[src/rtl/bus_capture_fifo.sv]
// Records completed 68000 bus cycles in a small FIFO and presents the oldest entry as a
// snapshot that stays frozen while the SPI monitor's slave select is asserted.
module bus_capture_fifo #(
   parameter int unsigned DEPTH = 16,
   parameter int unsigned PTR_W = 4
) (
   input  logic             MCLK_IN,
   input  logic             RESET_IN,
   input  logic [23:0]      CPU_ADDR_IN,
   input  logic [15:0]      CPU_DATA_IN,
   input  logic             CPU_AS_N_IN,
   input  logic             CPU_UDS_N_IN,
   input  logic             CPU_LDS_N_IN,
   input  logic             CPU_RW_IN,
   input  logic             CPU_DTACK_N_IN,
   input  logic             CAPTURE_EN_IN,
   input  logic             SPISS_IN,
   output logic [23:0]      ADDR_OUT,
   output logic [15:0]      DATA_OUT,
   output logic [3:0]       OUTPUT_SIGNAL,
   output logic             OVERFLOW,
   output logic [PTR_W:0]   COUNT
);

   localparam int unsigned      EntryW    = 43;
   localparam int unsigned      CntW      = PTR_W + 1;
   localparam logic [CntW-1:0]  CountFull = CntW'(DEPTH);
   localparam logic [CntW-1:0]  CountOne  = CntW'(1);
   localparam logic [PTR_W-1:0] PtrOne    = PTR_W'(1);

   typedef enum logic [1:0] {StIdle, StWaitAck, StSample, StWaitEnd} state_e;

   state_e            state_q, state_d;

   logic              as_meta_q, as_q;
   logic              dtack_meta_q, dtack_q;
   logic              ss_meta_q, ss_q, ss_prev_q;

   logic [EntryW-1:0] mem_q [DEPTH];
   logic [PTR_W-1:0]  wr_ptr_q, wr_ptr_d;
   logic [PTR_W-1:0]  rd_ptr_q, rd_ptr_d;
   logic [CntW-1:0]   count_q, count_d;
   logic              overflow_q, overflow_d;

   logic [23:0]       addr_q, addr_d;
   logic [15:0]       data_q, data_d;
   logic [3:0]        sig_q, sig_d;

   logic              push_req, pop_req, push_ok, pop_ok;
   logic [EntryW-1:0] head_entry;

   // Two-flop synchronisers; idle level of all three strobes is high.
   always_ff @(posedge MCLK_IN) begin
      if (RESET_IN) begin
         as_meta_q    <= 1'b1;
         as_q         <= 1'b1;
         dtack_meta_q <= 1'b1;
         dtack_q      <= 1'b1;
         ss_meta_q    <= 1'b1;
         ss_q         <= 1'b1;
         ss_prev_q    <= 1'b1;
      end else begin
         as_meta_q    <= CPU_AS_N_IN;
         as_q         <= as_meta_q;
         dtack_meta_q <= CPU_DTACK_N_IN;
         dtack_q      <= dtack_meta_q;
         ss_meta_q    <= SPISS_IN;
         ss_q         <= ss_meta_q;
         ss_prev_q    <= ss_q;
      end
   end

   always_comb begin
      state_d  = state_q;
      push_req = 1'b0;
      unique case (state_q)
         StIdle: begin
            if (CAPTURE_EN_IN && !as_q) begin
               state_d = StWaitAck;
            end
         end
         StWaitAck: begin
            if (!dtack_q) begin
               state_d = StSample;
            end else if (as_q) begin
               state_d = StIdle;
            end
         end
         StSample: begin
            push_req = 1'b1;
            state_d  = StWaitEnd;
         end
         StWaitEnd: begin
            if (as_q) begin
               state_d = StIdle;
            end
         end
         default: state_d = StIdle;
      endcase
   end

   always_comb begin
      pop_req    = ss_q && !ss_prev_q;
      pop_ok     = pop_req && (count_q != '0);
      // A pop in the same cycle frees a slot, so a full FIFO still accepts the push.
      push_ok    = push_req && ((count_q != CountFull) || pop_ok);
      overflow_d = overflow_q | (push_req & ~push_ok);
      wr_ptr_d   = push_ok ? wr_ptr_q + PtrOne : wr_ptr_q;
      rd_ptr_d   = pop_ok ? rd_ptr_q + PtrOne : rd_ptr_q;
      count_d    = count_q;
      unique case ({push_ok, pop_ok})
         2'b10:   count_d = count_q + CountOne;
         2'b01:   count_d = count_q - CountOne;
         default: count_d = count_q;
      endcase
   end

   always_ff @(posedge MCLK_IN) begin
      if (RESET_IN) begin
         state_q    <= StIdle;
         wr_ptr_q   <= '0;
         rd_ptr_q   <= '0;
         count_q    <= '0;
         overflow_q <= 1'b0;
      end else begin
         state_q    <= state_d;
         wr_ptr_q   <= wr_ptr_d;
         rd_ptr_q   <= rd_ptr_d;
         count_q    <= count_d;
         overflow_q <= overflow_d;
      end
   end

   // Buses are stable by the time synced DTACK has steered the FSM into StSample.
   always_ff @(posedge MCLK_IN) begin
      if (push_ok) begin
         mem_q[wr_ptr_q] <= {CPU_ADDR_IN, CPU_DATA_IN, CPU_RW_IN, CPU_UDS_N_IN, CPU_LDS_N_IN};
      end
   end

   assign head_entry = mem_q[rd_ptr_q];

   always_comb begin
      addr_d = addr_q;
      data_d = data_q;
      sig_d  = sig_q;
      if (ss_q) begin
         if (count_q != '0) begin
            addr_d = head_entry[42:19];
            data_d = head_entry[18:3];
            sig_d  = {head_entry[2:0], 1'b1};
         end else begin
            addr_d = '0;
            data_d = '0;
            sig_d  = '0;
         end
      end
   end

   always_ff @(posedge MCLK_IN) begin
      if (RESET_IN) begin
         addr_q <= '0;
         data_q <= '0;
         sig_q  <= '0;
      end else begin
         addr_q <= addr_d;
         data_q <= data_d;
         sig_q  <= sig_d;
      end
   end

   assign ADDR_OUT      = addr_q;
   assign DATA_OUT      = data_q;
   assign OUTPUT_SIGNAL = sig_q;
   assign OVERFLOW      = overflow_q;
   assign COUNT         = count_q;

endmodule

[config.mk]
export PLATFORM = sky130hd
export DESIGN_NAME = bus_capture_fifo
export DESIGN_NICKNAME = d
export VERILOG_FILES = /design/src/rtl/bus_capture_fifo.sv
export SDC_FILE = /design/constraint.sdc
export NUM_CORES = 1
export LEC_CHECK = 0
export CORE_MARGIN = 2
export CORE_UTILIZATION = 65
export DETAILED_ROUTE_END_ITERATION = 16
export HOLD_SLACK_MARGIN = 0.03
export PLACE_DENSITY_LB_ADDON = 0.15
export SLEW_MARGIN = 40
export SYNTH_ARGS = -nofsm -noshare
export SYNTH_HDL_FRONTEND = slang
export SYNTH_SLANG_ARGS = --single-unit
[constraint.sdc]
create_clock -name MCLK_IN -period 8.1 [get_ports MCLK_IN]
set_input_delay 1.215 -clock MCLK_IN [delete_from_list [all_inputs] [get_ports MCLK_IN]]
set_output_delay 1.215 -clock MCLK_IN [all_outputs]
set_load 0.02 [all_outputs]
# --- Yosys cells after proc, flatten, opt, wreduce, memory -nomap -nowiden ---
# Memory sizes are Yosys's and may differ from the RTL's. A register that Yosys moved wholly into a read port is not among the register bits.
# Index checks and enable logic that the tools add are counted.
totals:
  input_bits: 49
  ff_bits: 67
  memories: 1
  ramBits: 688
  elab_cells: 53
  output_inout_bits: 50
mem_list:
  columns: ["name", "words", "width", "rd", "rd_ports_with_merged_regs", "write_ports", "line", "text"]
  rows:
  - ["mem_q", 16, 43, 1, 1, 1, "39", "logic [EntryW-1:0] mem_q [DEPTH];"]
classes:
  n_reduce_logical: 10
  mux: 13
  eq_ne: 7
  n_addsub: 4
  n_bitwise: 3
ops:
  columns: ["op", "count"]
  rows:
  - ["24-bit 2-to-1 mux", 1]
  - ["16-bit 2-to-1 mux", 1]
  - ["4-bit 2-to-1 mux", 3]
  - ["5-bit case mux with 2 select lines", 1]
  - ["4-bit by 1-bit adder with 4-bit output, second input constant", 2]
  - ["2-bit case mux with 4 select lines", 1]
  - ["2-bit equality test, second input constant", 3]
  - ["2-bit 2-to-1 mux", 3]
  - ["5-bit by 1-bit adder with 5-bit output, second input constant", 1]
  - ["5-bit inequality test, second input constant", 1]
  - ["5-bit nonzero test", 1]
  - ["5-bit by 1-bit subtractor with 5-bit output, second input constant", 1]
  - ["2-bit by 1-bit equality test with 1-bit output, second input constant", 2]
  - ["1-bit logical AND", 4]
  - ["1-bit 2-to-1 mux", 3]
  - ["1-bit logical NOT", 2]
  - ["2-bit logical NOT", 1]
  - ["2-bit inequality test, second input constant", 1]
  - ["2-bit nonzero test", 1]
  - ["1-bit AND", 1]
  - ["1-bit logical OR", 1]
  - ["1-bit NOT", 1]
  - ["1-bit OR", 1]

# --- Longest topological paths before layout ---
# Gate-level depths: netlist (run 1).
logic_depth:
  ltp_word: 8
  depth_mapped: 10
  mapped_depth_nobuf: 10

# --- Worst setup path after synthesis (run 1) ---
# OpenSTA, ideal clock, no wires.
synth_path:
  path_type: "flip-flop to flip-flop"
  from: "reg count_q[1], in the netlist COUNT[1]"
  to: "mem mem_q[3][0] (enable)"
  stages_incl_launch_ff: 5
  slack_ps: 3476
  synth_period_minus_slack_ps: 4624
  arrival_ps: 4127
  cell_sequence: "dfxtp_1 > nor4_4 > a31oi_2 > nand2_1 > nor3_1"
synth_between:
  elab_chain_cells: 6
  word_cells_on_any_way: 7
synth_lines:
  columns: ["item", "line", "text"]
  rows:
  - ["from (decl)", "42", "logic [CntW-1:0] count_q, count_d;"]
  - ["from (signal assigned)", "129", "count_q <= count_d;"]
  - ["5-bit nonzero test", "104", "pop_ok = pop_req && (count_q != '0);"]
  - ["1-bit logical AND", "104", null]
  - ["1-bit logical OR (*)", "106", "push_ok = push_req && ((count_q != CountFull) || pop_ok);"]
  - ["1-bit logical AND (*)", "106", null]
  - ["1-bit 2-to-1 mux (*)", "136", "if (push_ok) begin"]
  - ["1-bit 2-to-1 mux (not written as such) (*)", "137", "mem_q[wr_ptr_q] <= {CPU_ADDR_IN, CPU_DATA_IN, CPU_RW_IN, CPU_UDS_N_IN, CPU_LDS_N_IN};"]
  - ["to (decl)", "39", null]
# Every way passes the cells marked *; elsewhere a longest branch is shown, timed or not.

# --- Final worst setup path (run 1) ---
layout_path:
  from: "reg ss_q"
  to: "mem mem_q[3][5] (enable)"
layout_between:
  elab_chain_cells: 6
layout_lines:
  columns: ["item", "line", "text"]
  rows:
  - ["from (decl)", "37", "logic ss_meta_q, ss_q, ss_prev_q;"]
  - ["from (signal assigned)", "68", "ss_q <= ss_meta_q;"]
  - ["1-bit logical AND", "103", "pop_req = ss_q && !ss_prev_q;"]
  - ["1-bit logical AND", "104", null]
  - ["1-bit logical OR", "106", null]
  - ["1-bit logical AND", "106", null]
  - ["1-bit 2-to-1 mux", "136", null]
  - ["1-bit 2-to-1 mux (not written as such)", "137", null]
# No other way between the ends.

==> impl_metrics.py, run 1 <==
metrics = {
    "status": {
        "status": "finished, final reports clean",
    },
    "hold_path": {
        "hp-class": "reg -> reg",
    },
    "job": {
        "cap_violations": 0,
    },
    "drt": {
        "drc": 0,
        "vias": 13600,
        "drt-total-wl_um": 58300,
        "wire_per_inst_um": 27.6,
        "drtIter0Drc": 1427,
        "ant_nets": 0,
        "first_pass_iters": 5,
        "viasPerCell": 6.46,
    },
    "logic_synthesis": {
        "synth_cell_types": 37,
        "synth_top_family_by_area": "multiplexers",
        "synth-simple-area-share_pct": 2.35,
        "synth-edff-count": 688,
        "syn_area_per_cell_um2": 21.5,
        "synth_compound_area_share_pct": 1.65,
        "yosys-mux-area-fraction_pct": 16.8,
        "synth_flop_cell": "edfxtp_1",
        "yosysSeqAreaShare_pct": 77.1,
        "synth_fa_ha_area_share_pct": 0.419,
        "yosysWarningCount": 0,
        "synth-xor-area-share_pct": 0.275,
        "postSynthCellCount": 1329,
        "synth_seq_cells": 759,
        "synthesis.nets": 1387,
        "syn_area_mm2": 0.0286,
        "async_reset_ff_share_pct": 0,
    },
    "timing": {
        "layout_min_cycle_time_ns": 3.27,
        "finalSetupViolations": 0,
        "rsz0062_at_grt": "false",
        "max_slew_margin_pct": 40.6,
        "finalMaxSlewViolations": 0,
        "post-route-period-util_pct": 40.4,
        "max_clock_freq_mhz": 306,
        "finalHoldViolCount": 0,
        "fin_tns_setup_ns": 0,
        "tightest_slew_ns": 0.890,
        "fin_worst_skew_ns": 0.0144,
    },
    "pwr": {
        "seqPwrFrac_pct": 56.7,
        "intPower_mw": 6.12,
        "p_clk_share_pct": 42.3,
        "vdd_drop_max_mv": 0.195,
        "p_switching_mw": 1.42,
        "combPwrFrac_pct": 1.1,
        "swShare_pct": 18.8,
        "p_leak_nw": 10.3,
        "p_per_area_mw_per_mm2": 230,
    },
    "global_routing": {
        "antenna_found_initial": 2,
        "grt_pass1_vias": 14100,
        "grt-ovfl-total": 0,
        "grt_max_degree": 53,
        "grt_pass1_wl_um": 86700,
        "track_usage_pct": 26.7,
    },
    "setup_path": {
        "worstPathRequired_ns": 8.31,
        "start_kind": "flip-flop",
        "arrival_ns": 3.48,
        "worstSetupEndpointType": "flip-flop",
        "path_max_fanout": 38,
        "critPathKind": "reg -> reg",
    },
    "place": {
        "finalWeightedCongestion": 0.762,
        "post_dp_cell_area_mm2": 0.0304,
        "hpwlAfterDp_um": 29500,
        "port_buffers": 98,
    },
    "floorplan": {
        "pin_count": 99,
        "die_w_um": 214,
        "die_y_um": 214,
        "start_util_pct": 66.2,
        "num_rows": 76,
        "die_area_mm2": 0.0457,
        "coreArea_mm2": 0.0433,
    },
    "finish": {
        "design_area_mm2": 0.0327,
        "final_common_cell": "edfxtp_1",
        "fillerInstances": 2332,
        "seq_area_mm2": 0.0221,
        "mostFrequentLayoutCells": "edfxtp_1, mux4_2, nor2_1",
        "layout-drive-gt1-share_pct": 21.8,
        "areaGrowthSynthToFinish_pct": 14.2,
        "multi_input_area_mm2": 0.00628,
        "fin_nets": 1524,
    },
    "clocking": {
        "clk_pin_slew_worst_paths_ns": 0.06,
        "cts_tree": "built",
        "ctsResizeCount": 0,
        "cts_hold_buf": 0,
        "clk_latency_ns": 0.60,
        "clkSinkCount": 759,
        "cts_max_path_buffers": 3,
        "cts_buffers": 72,
        "root_buffer": "clkbuf_16",
        "post_cts_buffers": 0,
        "h-tree-depth": 3,
    },
}
==> worst max-delay path, cell delays in order (launching register included) <==
cell	delay (ns)
dfxtp_1	0.58
nand2b_1	0.16
a31oi_2	0.44
nand2_1	0.37
nor3_2	0.55
buf_4	0.75
==> worst paths after layout <==
check,from,end,slack (ns),cells after the start
max,ss_q,mem_q[3][5],4.83,5
min,dtack_meta_q,dtack_q,0.41,1
max reg2reg,ss_q,mem_q[3][5],4.83,5
min reg2reg,dtack_meta_q,dtack_q,0.41,1
==> power groups by stage <==
stage / sequential, mW / combinational [mW] / clock [mW]
after floorplan: 4.36 / 0.00960 / 0
after global placement: 4.35 / 0.0750 / 0
after detailed placement: 4.35 / 0.0796 / 0
after CTS: 4.27 / 0.0800 / 3.23
after global routing: 4.27 / 0.0880 / 3.37
final: 4.27 / 0.0809 / 3.19
==> registers in the layout (all words and copies together), names as in the netlist, 2 cells and up, named ones only <==
signal and cells:
ADDR_OUT 24, COUNT 5, DATA_OUT 16, OUTPUT_SIGNAL 4
mem_q 688, rd_ptr_q 4, state_q 2, wr_ptr_q 4
==> kinds of logic after synthesis <==
family | Yosys count
AOI/OAI and AO/OA | 57
xor gates and xnor gates | 9
buffers and inverters | 75
DFF | 759
and+or+nand+nor | 156
adders and majority gates | 9
muxes | 264
==> Yosys cell counts (all sizes together), types with 2 or more instances <==
master	count	share of area, %
a211o	43	1.3
mux2i	92	3.2
mux4	172	14
nor2	120	1.6
nor2b	2	0.044
a21o	2	0.052
nor3	4	0.070
a211oi	2	0.052
xor2	4	0.12
nand2b	5	0.11
inv	7	0.092
a31oi	3	0.087
xnor2	5	0.15
or2	6	0.13
clkbuf	25	0.33
nand4	2	0.044
edfxtp	688	72
nand2	10	0.13
a21oi	6	0.12
buf	43	1.0
dfxtp	71	5.0
ha	8	0.35
==> routing by layer <==
layer | vias up | wire, um | global-route usage (%) | part of all wire (%)
li1 | 5717 | - | - | -
met1 | 7124 | 22800 | 36.9 | 39
met2 | 660 | 29300 | 44.2 | 50
met3 | 118 | 4690 | 4.73 | 8.0
met4 | 2 | 1450 | 8.88 | 2.5
met5 | - | 13 | 0 | 0.022
==> area by class of cell <==
cell class	count	share of cell area [%]
timing repair buffer	131	4.12
clock inverter	19	0.371
multi-input combinational	495	19.2
antenna	1	0.00765
inverter	7	0.0803
tap	585	2.24
sequential	759	67.5
clock buffer	113	6.46
==> through the flow <==
stage / utilization [%] / setup WS, ns / power (mW) / std cells / hold WS, ns
after floorplan: - / 3.48 / 4.36 / 1329 / 0.389
after global placement: 70.1 / 4.36 / 4.43 / 1971 / 0.392
after detailed placement: 70.3 / 4.83 / 4.43 / 1975 / 0.400
after CTS: 75.5 / 4.82 / 7.58 / 2107 / 0.414
after global routing: 75.6 / 4.63 / 7.72 / 2109 / 0.420
final: 75.6 / 4.83 / 7.54 / 2110 / 0.411
No activity file was read; power rests on OpenSTA's default activity.
==> run 2: changes to the inputs <==
- CORE_UTILIZATION: 65 -> 61
- clock period: 8.1 -> 3.3 ns (I/O delays scaled with it)
==> run 2 against run 1 <==
Sequential share of layout area is 0.58 points lower. Largest power group unchanged. Clock power rose to 2.5 times the previous value. Register-to-register slack got worse by 4.2 ns.
==> impl_metrics.py, run 2 (synthesis results as in run 1) <==
metrics = {
    "finish": {
        "mostFrequentLayoutCells": "edfxtp_1, mux4_2, nor2_1",
        "final_common_cell": "edfxtp_1",
        "fillerInstances": 2824,
        "largest_reg_flops": 688,
        "postLayoutCoreUtil_pct": 71.0,
        "layout-drive-gt1-share_pct": 23.3,
        "fin_nets": 1542,
        "largest_register": "mem_q",
        "areaGrowthSynthToFinish_pct": 15.2,
    },
    "floorplan": {
        "coreArea_mm2": 0.0465,
        "die_area_mm2": 0.0487,
        "start_util_pct": 61.6,
        "pin_count": 99,
        "num_rows": 79,
        "die_y_um": 221,
        "die_w_um": 221,
    },
    "timing": {
        "max_clock_freq_mhz": 380,
        "rsz0062_at_grt": "false",
        "fin_tns_setup_ns": 0,
        "finalHoldViolCount": 0,
        "worst_slack_ns": 0.666,
        "layout_min_cycle_time_ns": 2.63,
        "max_slew_margin_pct": 50.3,
        "finalSetupViolations": 0,
        "fin_worst_skew_ns": 0.0293,
        "tightest_slew_ns": 0.745,
        "post-route-period-util_pct": 79.8,
        "finalMaxSlewViolations": 0,
    },
    "hold_path": {
        "hp-class": "reg -> reg",
        "hold-path-cell-count": 1,
        "hp-start": "as_meta_q",
    },
    "setup_path": {
        "crit_slowest_cell": "nor4_4",
        "startpoint": "COUNT[0]",
        "path_delay_family": "simple AND/OR/NAND/NOR gates",
        "path_buf_inv": 1,
        "start_kind": "flip-flop",
        "critPathKind": "reg -> reg",
        "cp.depth": 10,
        "cp_cell_sequence": "nor4_4 -> a21oi_2 -> nand2_1 -> inv_1 -> ha_1 -> nand2b_1 -> a21oi_1 -> or3_1 -> a21o_1 -> a31oi_1",
        "worstPathRequired_ns": 3.81,
        "critPathMaxStageDelay_ns": 0.51,
        "r2r_cells": 10,
        "arrival_ns": 3.15,
        "worstSetupEndpointType": "flip-flop",
        "r2r-start": "COUNT[0]",
        "path_max_fanout": 7,
    },
    "drt": {
        "viasPerCell": 6.21,
        "first_pass_iters": 7,
        "wire_per_inst_um": 26.1,
        "vias": 13400,
        "ant_nets": 0,
        "drt-total-wl_um": 56100,
        "drtIter0Drc": 1059,
        "drc": 0,
    },
    "clocking": {
        "post_cts_buffers": 0,
        "cts_hold_buf": 0,
        "clkSinkCount": 759,
        "clk_latency_ns": 0.61,
        "clk_pin_slew_worst_paths_ns": 0.06,
        "h-tree-depth": 3,
        "cts_buffers": 74,
        "ctsResizeCount": 0,
        "cts_max_path_buffers": 3,
        "root_buffer": "clkbuf_16",
        "cts_tree": "built",
    },
    "global_routing": {
        "grt_pass1_vias": 14100,
        "grt-ovfl-total": 0,
        "track_usage_pct": 24.1,
        "antenna_found_initial": 1,
        "grt_max_degree": 67,
        "grt_pass1_wl_um": 85000,
    },
    "pwr": {
        "p_per_area_mw_per_mm2": 568,
        "combPwrFrac_pct": 1.1,
        "vdd_drop_max_mv": 0.560,
        "totalPowerFinal_mw": 18.7,
        "intPower_mw": 15.2,
        "swShare_pct": 18.8,
        "seqPwrFrac_pct": 55.9,
        "p_switching_mw": 3.53,
        "p_clk_share_pct": 43.0,
        "p_leak_nw": 10.4,
    },
    "place": {
        "hpwlAfterDp_um": 30100,
        "finalWeightedCongestion": 0.730,
        "place_ws_ns": 0.649,
        "port_buffers": 98,
    },
    "status": {
        "status": "finished, final reports clean",
    },
    "job": {
        "cap_violations": 0,
    },
}
-- run 2: cell types whose count changed in the layout (fill, tap and decap cells not counted), sizes merged --
cell / delta
clkdlybuf4s50: +1
bufinv: +2
buf: +15
clkinv: +8
clkbuf: -8
inv: +1
-- run 2: power groups by stage --
stage	Clock [mW]	Sequential (mW)	Combinational [mW]
after detailed placement	0	10.7	0.206
after floorplan	0	10.7	0.0236
final	8.05	10.5	0.204
after global placement	0	10.7	0.190
after CTS	8.20	10.5	0.205
after global routing	8.58	10.5	0.224
-- run 2: through the flow --
step / cells / area, um2 / hold slack (ns)
2_1_floorplan: 1329 / 28700 / 0.389
3_3_place_gp: 2013 / 30600 / 0.391
3_5_place_dp: 2015 / 30700 / 0.398
4_1_cts: 2150 / 33000 / 0.412
5_1_grt: 2151 / 33000 / 0.435
6_report: 2151 / 33000 / 0.410
-- run 2: routing by layer --
metal	track usage, %	vias to the layer above	share of wire (%)
li1	-	5760	-
met1	33.3	7088	41
met2	40.4	427	51
met3	3.57	79	5.8
met4	7.44	0	2.0
met5	0	-	0
-- run 2: area by class of cell --
cell class | count | area [um2] | share of cell area (%)
inverters | 7 | 26.3 | 0.0796
clock inverters | 30 | 231 | 0.702
repair buffers | 147 | 1490 | 4.51
diodes | 1 | 2.50 | 0.00758
multi-input cells | 495 | 6300 | 19.1
flip-flops and latches | 759 | 22100 | 67.0
clock buffers | 105 | 2090 | 6.34
well taps | 607 | 759 | 2.30
-- run 2: worst paths after layout --
kind | endpoint | slack [ns]
setup / recovery | COUNT[4] | 0.67
hold / removal | as_q | 0.41
setup reg to reg | COUNT[4] | 0.67
hold reg to reg | as_q | 0.41
